## config.mk

```make
export PLATFORM = sky130hd
export DESIGN_NAME = mem_arbiter
export DESIGN_NICKNAME = d
export VERILOG_FILES = /design/src/rtl/beta_pkg.sv /design/src/rtl/mem_watchdog.sv /design/src/rtl/mem_arbiter.sv
export SDC_FILE = /design/constraint.sdc
export NUM_CORES = 1
export LEC_CHECK = 0
export ABC_AREA = 1
export CAP_MARGIN = 20
export CORE_AREA = 2 2 104 106
export DETAILED_ROUTE_END_ITERATION = 7
export DIE_AREA = 0 0 106 108
export DONT_BUFFER_PORTS = 1
export GPL_TIMING_DRIVEN = 0
export PLACE_DENSITY = 0.79
export SYNTH_ARGS = -nofsm -noshare
export SYNTH_HDL_FRONTEND = slang
export SYNTH_SLANG_ARGS = --single-unit
export TNS_END_PERCENT = 50
```

## constraint.sdc

```tcl
create_clock -name clk -period 12.1 [get_ports clk]
set_input_delay 2.42 -clock clk [delete_from_list [all_inputs] [get_ports clk]]
set_output_delay 2.42 -clock clk [all_outputs]
set_load 0.05 [all_outputs]
```

## src/rtl/beta_pkg.sv

```systemverilog
// rtl/beta_pkg.sv - shared types and constants for the beta memory arbiter
package beta_pkg;

    typedef enum logic [1:0] {
        IDLE   = 2'd0,
        I_XFER = 2'd1,
        D_XFER = 2'd2
    } arb_state_t;

    typedef enum logic {
        GNT_INST = 1'b0,
        GNT_DATA = 1'b1
    } grant_t;

    localparam logic [31:0] ARB_ERR_RDATA = 32'd0;

endpackage

```

## src/rtl/mem_watchdog.sv

```systemverilog
// rtl/mem_watchdog.sv - per-transfer cycle counter that flags a stuck memory
module mem_watchdog #(
    parameter int TIMEOUT = 16
) (
    input  logic clk,
    input  logic reset,
    input  logic clear,
    input  logic run,
    output logic expire
);

    localparam int W = $clog2(TIMEOUT);
    localparam logic [W-1:0] LAST = W'(TIMEOUT - 1);

    logic [W-1:0] r_timer;

    // Saturates at LAST so a missed abort can never wrap into a fresh window.
    always_ff @(posedge clk or posedge reset) begin
        if (reset) begin
            r_timer <= '0;
        end else if (clear) begin
            r_timer <= '0;
        end else if (run && (r_timer != LAST)) begin
            r_timer <= r_timer + W'(1);
        end
    end

    assign expire = run && (r_timer == LAST);

endmodule

```

## src/rtl/mem_arbiter.sv

```systemverilog
// rtl/mem_arbiter.sv - serializes beta instruction and data ports onto one memory
module mem_arbiter
    import beta_pkg::*;
#(
    parameter int TIMEOUT    = 16,
    parameter int DATA_FIRST = 1
) (
    input  logic        clk,
    input  logic        reset,
    input  logic        i_req,
    input  logic [31:0] i_addr,
    output logic [31:0] i_rdata,
    output logic        i_ack,
    input  logic        d_req,
    input  logic        d_we,
    input  logic [31:0] d_addr,
    input  logic [31:0] d_wdata,
    output logic [31:0] d_rdata,
    output logic        d_ack,
    output logic        stall,
    output logic        m_req,
    output logic        m_we,
    output logic [31:0] m_addr,
    output logic [31:0] m_wdata,
    input  logic [31:0] m_rdata,
    input  logic        m_ack,
    output logic        bus_err,
    output logic        err_sticky
);

    arb_state_t  r_state, w_next_state;
    grant_t      r_last_grant;
    logic        r_m_req, r_m_we, r_i_ack, r_d_ack, r_bus_err, r_err_sticky;
    logic [31:0] r_m_addr, r_m_wdata, r_i_rdata, r_d_rdata;
    logic        w_ireq_ok, w_dreq_ok, w_grant_i, w_grant_d, w_expire, w_done;
    logic [31:0] w_xfer_rdata;

    // A port acked this cycle is ineligible so its still-held req is not re-granted.
    assign w_ireq_ok = i_req & ~r_i_ack;
    assign w_dreq_ok = d_req & ~r_d_ack;
    assign w_done    = (r_state != IDLE) && (m_ack || w_expire);
    assign w_xfer_rdata = !m_ack ? ARB_ERR_RDATA : (r_m_we ? 32'd0 : m_rdata);

    mem_watchdog #(.TIMEOUT(TIMEOUT)) u_watchdog (
        .clk    (clk),
        .reset  (reset),
        .clear  (w_grant_i | w_grant_d),
        .run    (r_state != IDLE),
        .expire (w_expire)
    );

    always_comb begin
        w_next_state = r_state;
        w_grant_i    = 1'b0;
        w_grant_d    = 1'b0;
        case (r_state)
            IDLE: begin
                if (w_ireq_ok && w_dreq_ok) begin
                    w_grant_i = (r_last_grant == GNT_DATA);
                    w_grant_d = (r_last_grant == GNT_INST);
                end else begin
                    w_grant_i = w_ireq_ok;
                    w_grant_d = w_dreq_ok;
                end
                if (w_grant_i)      w_next_state = I_XFER;
                else if (w_grant_d) w_next_state = D_XFER;
            end
            I_XFER, D_XFER: begin
                if (m_ack || w_expire) w_next_state = IDLE;
            end
            default: w_next_state = IDLE;
        endcase
    end

    always_ff @(posedge clk or posedge reset) begin
        if (reset) begin
            r_state      <= IDLE;
            r_last_grant <= (DATA_FIRST != 0) ? GNT_INST : GNT_DATA;
            r_m_req      <= 1'b0;
            r_m_we       <= 1'b0;
            r_m_addr     <= '0;
            r_m_wdata    <= '0;
            r_i_rdata    <= '0;
            r_d_rdata    <= '0;
            r_i_ack      <= 1'b0;
            r_d_ack      <= 1'b0;
            r_bus_err    <= 1'b0;
            r_err_sticky <= 1'b0;
        end else begin
            r_state   <= w_next_state;
            r_i_ack   <= 1'b0;
            r_d_ack   <= 1'b0;
            r_bus_err <= 1'b0;
            if (w_grant_i || w_grant_d) begin
                r_m_req   <= 1'b1;
                r_m_addr  <= w_grant_i ? i_addr : d_addr;
                r_m_we    <= w_grant_d & d_we;
                r_m_wdata <= w_grant_d ? d_wdata : 32'd0;
                if (w_ireq_ok && w_dreq_ok) begin
                    r_last_grant <= w_grant_i ? GNT_INST : GNT_DATA;
                end
            end else if (w_done) begin
                r_m_req   <= 1'b0;
                r_bus_err <= ~m_ack;
                if (!m_ack) r_err_sticky <= 1'b1;
                if (r_state == I_XFER) begin
                    r_i_rdata <= w_xfer_rdata;
                    r_i_ack   <= 1'b1;
                end else begin
                    r_d_rdata <= w_xfer_rdata;
                    r_d_ack   <= 1'b1;
                end
            end
        end
    end

    assign stall      = (i_req & ~r_i_ack) | (d_req & ~r_d_ack);
    assign m_req      = r_m_req;
    assign m_we       = r_m_we;
    assign m_addr     = r_m_addr;
    assign m_wdata    = r_m_wdata;
    assign i_rdata    = r_i_rdata;
    assign i_ack      = r_i_ack;
    assign d_rdata    = r_d_rdata;
    assign d_ack      = r_d_ack;
    assign bus_err    = r_bus_err;
    assign err_sticky = r_err_sticky;

    a_no_mreq_in_idle: assert property (@(posedge clk) disable iff (reset)
        (r_state == IDLE) |-> !r_m_req);
    a_acks_exclusive: assert property (@(posedge clk) disable iff (reset)
        !(r_i_ack && r_d_ack));
    a_i_ack_pulse: assert property (@(posedge clk) disable iff (reset)
        r_i_ack |=> !r_i_ack);
    a_d_ack_pulse: assert property (@(posedge clk) disable iff (reset)
        r_d_ack |=> !r_d_ack);
    a_i_req_held: assert property (@(posedge clk) disable iff (reset)
        (r_state == I_XFER) |-> i_req);
    a_d_req_held: assert property (@(posedge clk) disable iff (reset)
        (r_state == D_XFER) |-> d_req);

endmodule

```

* Word-level counts from Yosys, hierarchy flattened
Cells that the tools add are included.
Storage, ports and cells: input bits 134, logic and storage cells 74, output and inout port bits 135, flip-flop bits (word level) 141
Operators by class: add/subtract/negate cells 1, bitwise gates (word level) 11, multiplexer cells 27, equality and inequality tests 6, reduce and logical (&&, ||, !) cells 16
Operators with widths (number):
- $mux W32 | 4
- $mux W1 | 17
- $reduce_and A3 Y1 | 3
- $mux W4 | 2
- $mux W2 | 3
- $not A1 Y1 | 6
- $reduce_bool A2 Y1 | 3
- $add A4 B1 Y4 const B | 1
- $eq A4 B4 Y1 const B | 1
- $logic_and A1 B1 Y1 | 4
- $ne A4 B4 Y1 const B | 1
- $pmux W2 S2 | 1
- $reduce_and A2 Y1 | 2
- $and A1 B1 Y1 | 3
- $ne A3 B1 Y1 const B | 1
- $eq A2 B1 Y1 const B | 1
- $eq A2 B2 Y1 const B | 1
- $logic_not A2 Y1 | 1
- $logic_or A1 B1 Y1 | 2
- $ne A2 B2 Y1 const B | 1
- $or A1 B1 Y1 | 2
- $reduce_or A2 Y1 | 1

* Logic depth before layout (Yosys ltp)
depth after elaboration 9, mapped depth 9, gate-level depth less buffers 8

* Cells and area by module
From an unflattened synthesis, not the netlist that was laid out.
Second synthesis, totals: cell total of the unflattened synthesis 813, area, all modules 6436.2 um2
Modules (own cells, without submodules):
- mem_arbiter | cells an instance 782, seq. area each 3428.3 um2, area each 6197.2 um2, instances 1
- mem_watchdog | cells an instance 31, seq. area each 100.1 um2, area each 239.0 um2, instances 1

* Worst setup path after synthesis
No wires, ideal clock.
path kind input port to output port, start input d_req, end output stall, stages on the path 2, required time 9.680 ns, slack 6.806 ns, data arrival time 2.874 ns, cell sequence nand2_1 nand2_1
Between the ends: cells in the longest elaborated chain, start to end 2
RTL lines:
- start, declared | RTL line mem_arbiter.sv:14 | input logic d_req,
- $and A1 B1 Y1 | RTL line mem_arbiter.sv:117 | assign stall = (i_req & ~r_i_ack) | (d_req & ~r_d_ack);
- $or A1 B1 Y1 | RTL line mem_arbiter.sv:117
- end, declared | RTL line mem_arbiter.sv:20 | output logic stall,
Every way passes these cells.

* Worst setup path after layout
Ends and elaborated chain as after synthesis.

==> parameters.txt <==
Parameter                              Value

Worst setup path
  CP max stage delay    0.42 ns
  Buffer and inverter count on the worst path    0
  Startpoint class of the critical path    input pin
  Instance count on the critical path    2
  Family with the most delay on the worst path    simple AND/OR/NAND/NOR gates
  Cell with the largest stage delay on the worst path    nand2_1
  Critical setup path kind    in -> out
  Most used cell along the critical path    nand2_1
  Cells on worst reg2reg path    8
  Worst-path maximum fanout    4
  Endpoint arrival time on the critical path    2.95 ns
  Cell-by-cell trace of the critical path    nand2_1, nand2_1
  Crit path capture type    primary output
  Worst Path Required    ~9.7 ns

Placement
  Placed cell count    just under 1000
  GP Congestion    between 0.8 and 0.9
  I/O Buffers    0
  Cell area reported after detailed placement    between 0.006 and 0.007 mm²
  DP HPWL    around 12000 µm

Clock tree
  # resized after CTS    0
  Maximum clock path buffer count    2
  Number of hold buffers added after cts    0
  Number of clock buffers inserted by TritonCTS    17
  Clock sink total    between 100 and 150
  Insertion delay of the later-clocked pin in the worst-skew pair    0.52 ns
  Clock Root Buffer    clkbuf_8
  Clock tree from TritonCTS    yes
  Buffers inserted during post-CTS setup optimization    0
  Htree depth    4
  Clk pin slew, worst setup/hold paths    around 0.060 ns

Layout
  Area of the multi-input gates    ~0.0023 mm²
  Non-filler instance count after layout    1007
  Area growth from synthesis to layout    12.5%
  Final antenna diode count    0
  Register area    0.00353 mm²
  Cell area after layout    roughly 0.0073 mm²
  Layout Utilization    0.717
  Number of nets in the layout    around 1000
  Filler cell count    ~810
  Layout cell share with drive strength beyond 1    0.0689

Global route
  Wire length of the first global-routing pass    27400 µm
  Vias in the first global route    5643
  Maximum number of pins on one net before global-route repair    84
  Antenna violations before repair    0
  Remaining global-route overflow    0
  Total Routing Usage GR    0.305

Route
  Number of nets with antenna violations after detailed routing    0
  Starting DRT DRC Count    between 400 and 500
  Number of vias per cell after detailed routing    5.67
  WL final    17300 µm
  Average routed wire per standard cell    17.2 µm
  Vias post-DR    5712
  DRC Markers    0
  DR pass1 iterations    6

Die
  Height of the die    108 µm
  Placement Rows    37
  Die width    106 µm
  IO Count    269
  Initial standard-cell utilization of the core    0.637
  Area enclosed by the die boundary    approximately 0.011 mm²
  Standard cell core area    slightly above 0.01 mm²

Flow run
  Count of maximum capacitance violations    0

Power and ir drop
  P_leak    4.26 nW
  Power density over the cells    roughly 350 mW/mm²
  Switching power total    ~1.4 mW
  Sequential group share of total power    0.574
  Switching share of total power    0.543
  Worst voltage drop across the vdd grid    165 µV
  Fraction of power consumed by the clock network    0.210
  Part of the power in combinational logic    0.216
  Int Power    between 1 and 1.5 mW

Timing
  Post-route fraction of the period consumed by the critical path    0.444
  Setup TNS Final    0 ns
  Setup repair after global routing missed its margin    no
  Transition time at the pin with the least slew margin    0.550 ns
  Minimum period implied by the final worst setup slack    approximately 5.4 ns
  Final Setup Violations    0
  Max-slew violations    0
  Worst slew margin    0.633
  Peak Freq    ~190 MHz
  Count of final hold-check violations    0
  Clock skew    around 0.010 ns

Min path
  Type of the most critical hold path    reg -> reg
  WHS Path Cells    2

Logic synthesis
  Syn_area_per_cell    7.77 µm²
  Number of synthesis warnings    0
  Number of flip-flops and latches in the synthesized netlist    approximately 140
  Number of nets in the synthesized netlist    around 980
  Area leader, netlist    dfrtp_1
  Number of distinct library cells after synthesis    18
  Leading post-synthesis cells by cell area    dfrtp_1 (54%), nand2_1 (18%), nand3_1 (11%)
  Cell area after synthesis    ~0.0065 mm²
  Top cell type's share of synthesized area    0.541
  Sequential element share of the synthesized area    0.541
  Post-Synthesis Cells    839

Outcome
  Result of the run    finished, final reports clean
[through the flow]
step                      total power [mW]  hold slack (ns)  setup slack [ns]
final                                 2.57            0.507              6.73
after global routing                  2.70            0.534              6.72
after CTS                             2.58            0.505              6.74
after detailed placement              2.03            0.491              6.74
after global placement                2.00            0.457              4.60
after floorplan                       1.85            0.442              5.90
[worst paths after layout]
path                            start          end  slack (ns)
hold reg to reg            r_state[1]   r_state[1]        0.51
setup reg to reg                d_ack  m_wdata[12]        9.72
min in group asynchronous       reset  m_wdata[26]        1.82
max in group asynchronous       reset    m_addr[3]        9.47
hold / removal             r_state[1]   r_state[1]        0.51
setup / recovery                d_req        stall        6.73
[synth_stat cells]
cell type and number:
nand2_1 312, buf_4 1, or2_2 2, nand4_1 35, nor3_1 1, nand3_1 138, ha_1 3, nor2_1 36
dfrtp_1 141, buf_6 5, inv_1 112, buf_2 18, a21oi_1 2, nor2_2 2, clkbuf_1 25, a21oi_2 1
buf_1 3, o21ai_0 2
[layer usage]
metal  track usage  up-vias  wire [µm]
li1              -     2649          -
met1         0.361     2741       6520
met2         0.517      282       8730
met3         0.106       40       1660
met4         0.119        0        429
met5             0        -          0
[power groups by stage]
stage | combinational, mW | sequential (mW) | clock (mW)
after floorplan | 0.426 | 1.43 | 0
after global placement | 0.518 | 1.48 | 0
after detailed placement | 0.549 | 1.48 | 0
after CTS | 0.555 | 1.48 | 0.546
after global routing | 0.637 | 1.50 | 0.567
final | 0.556 | 1.48 | 0.540
[cells in the final DEF, fill, tap and decap left out, drive strengths merged, types with 3 or more instances in the layout]
cell type / netlist / layout
inv: 112 / 113
a21oi: 3 / 3
ha: 3 / 3
nor2: 38 / 38
clkinv: 0 / 3
nand3: 138 / 138
nand2: 312 / 312
dfrtp: 141 / 141
buf: 27 / 28
nand4: 35 / 35
clkbuf: 25 / 46
bufinv: 0 / 4
[kinds of logic (layout without fill, tap and decap cells)]
logic type | count (synthesis) | after routing | share of synthesized area
buffers and inverters | 164 | 196 | 0.104
AND/OR/NAND/NOR | 526 | 526 | 0.344
adder cells (fa/ha/maj) | 3 | 3 | 0.00576
AO/OA/AOI/OAI | 5 | 5 | 0.00441
flip-flops | 141 | 141 | 0.541
[state kept, by name, indices dropped and copies added, names as in the netlist]
name,cells
r_state,2
err_sticky,1
m_we,1
d_rdata,32
m_wdata,32
r_last_grant,1
i_ack,1
bus_err,1
d_ack,1
m_addr,32
u_watchdog.r_timer,4
m_req,1
i_rdata,32
[layout make-up]
class	instances	area share
plain buffers	52	0.0353
clock buffers	21	0.0612
clock inverters	10	0.0222
inverters	112	0.0580
multi-input cells	534	0.315
flip-flops and latches	141	0.481
well taps	136	0.0232
repair buffers	1	0.00375
(Power assumes the default switching activity.)
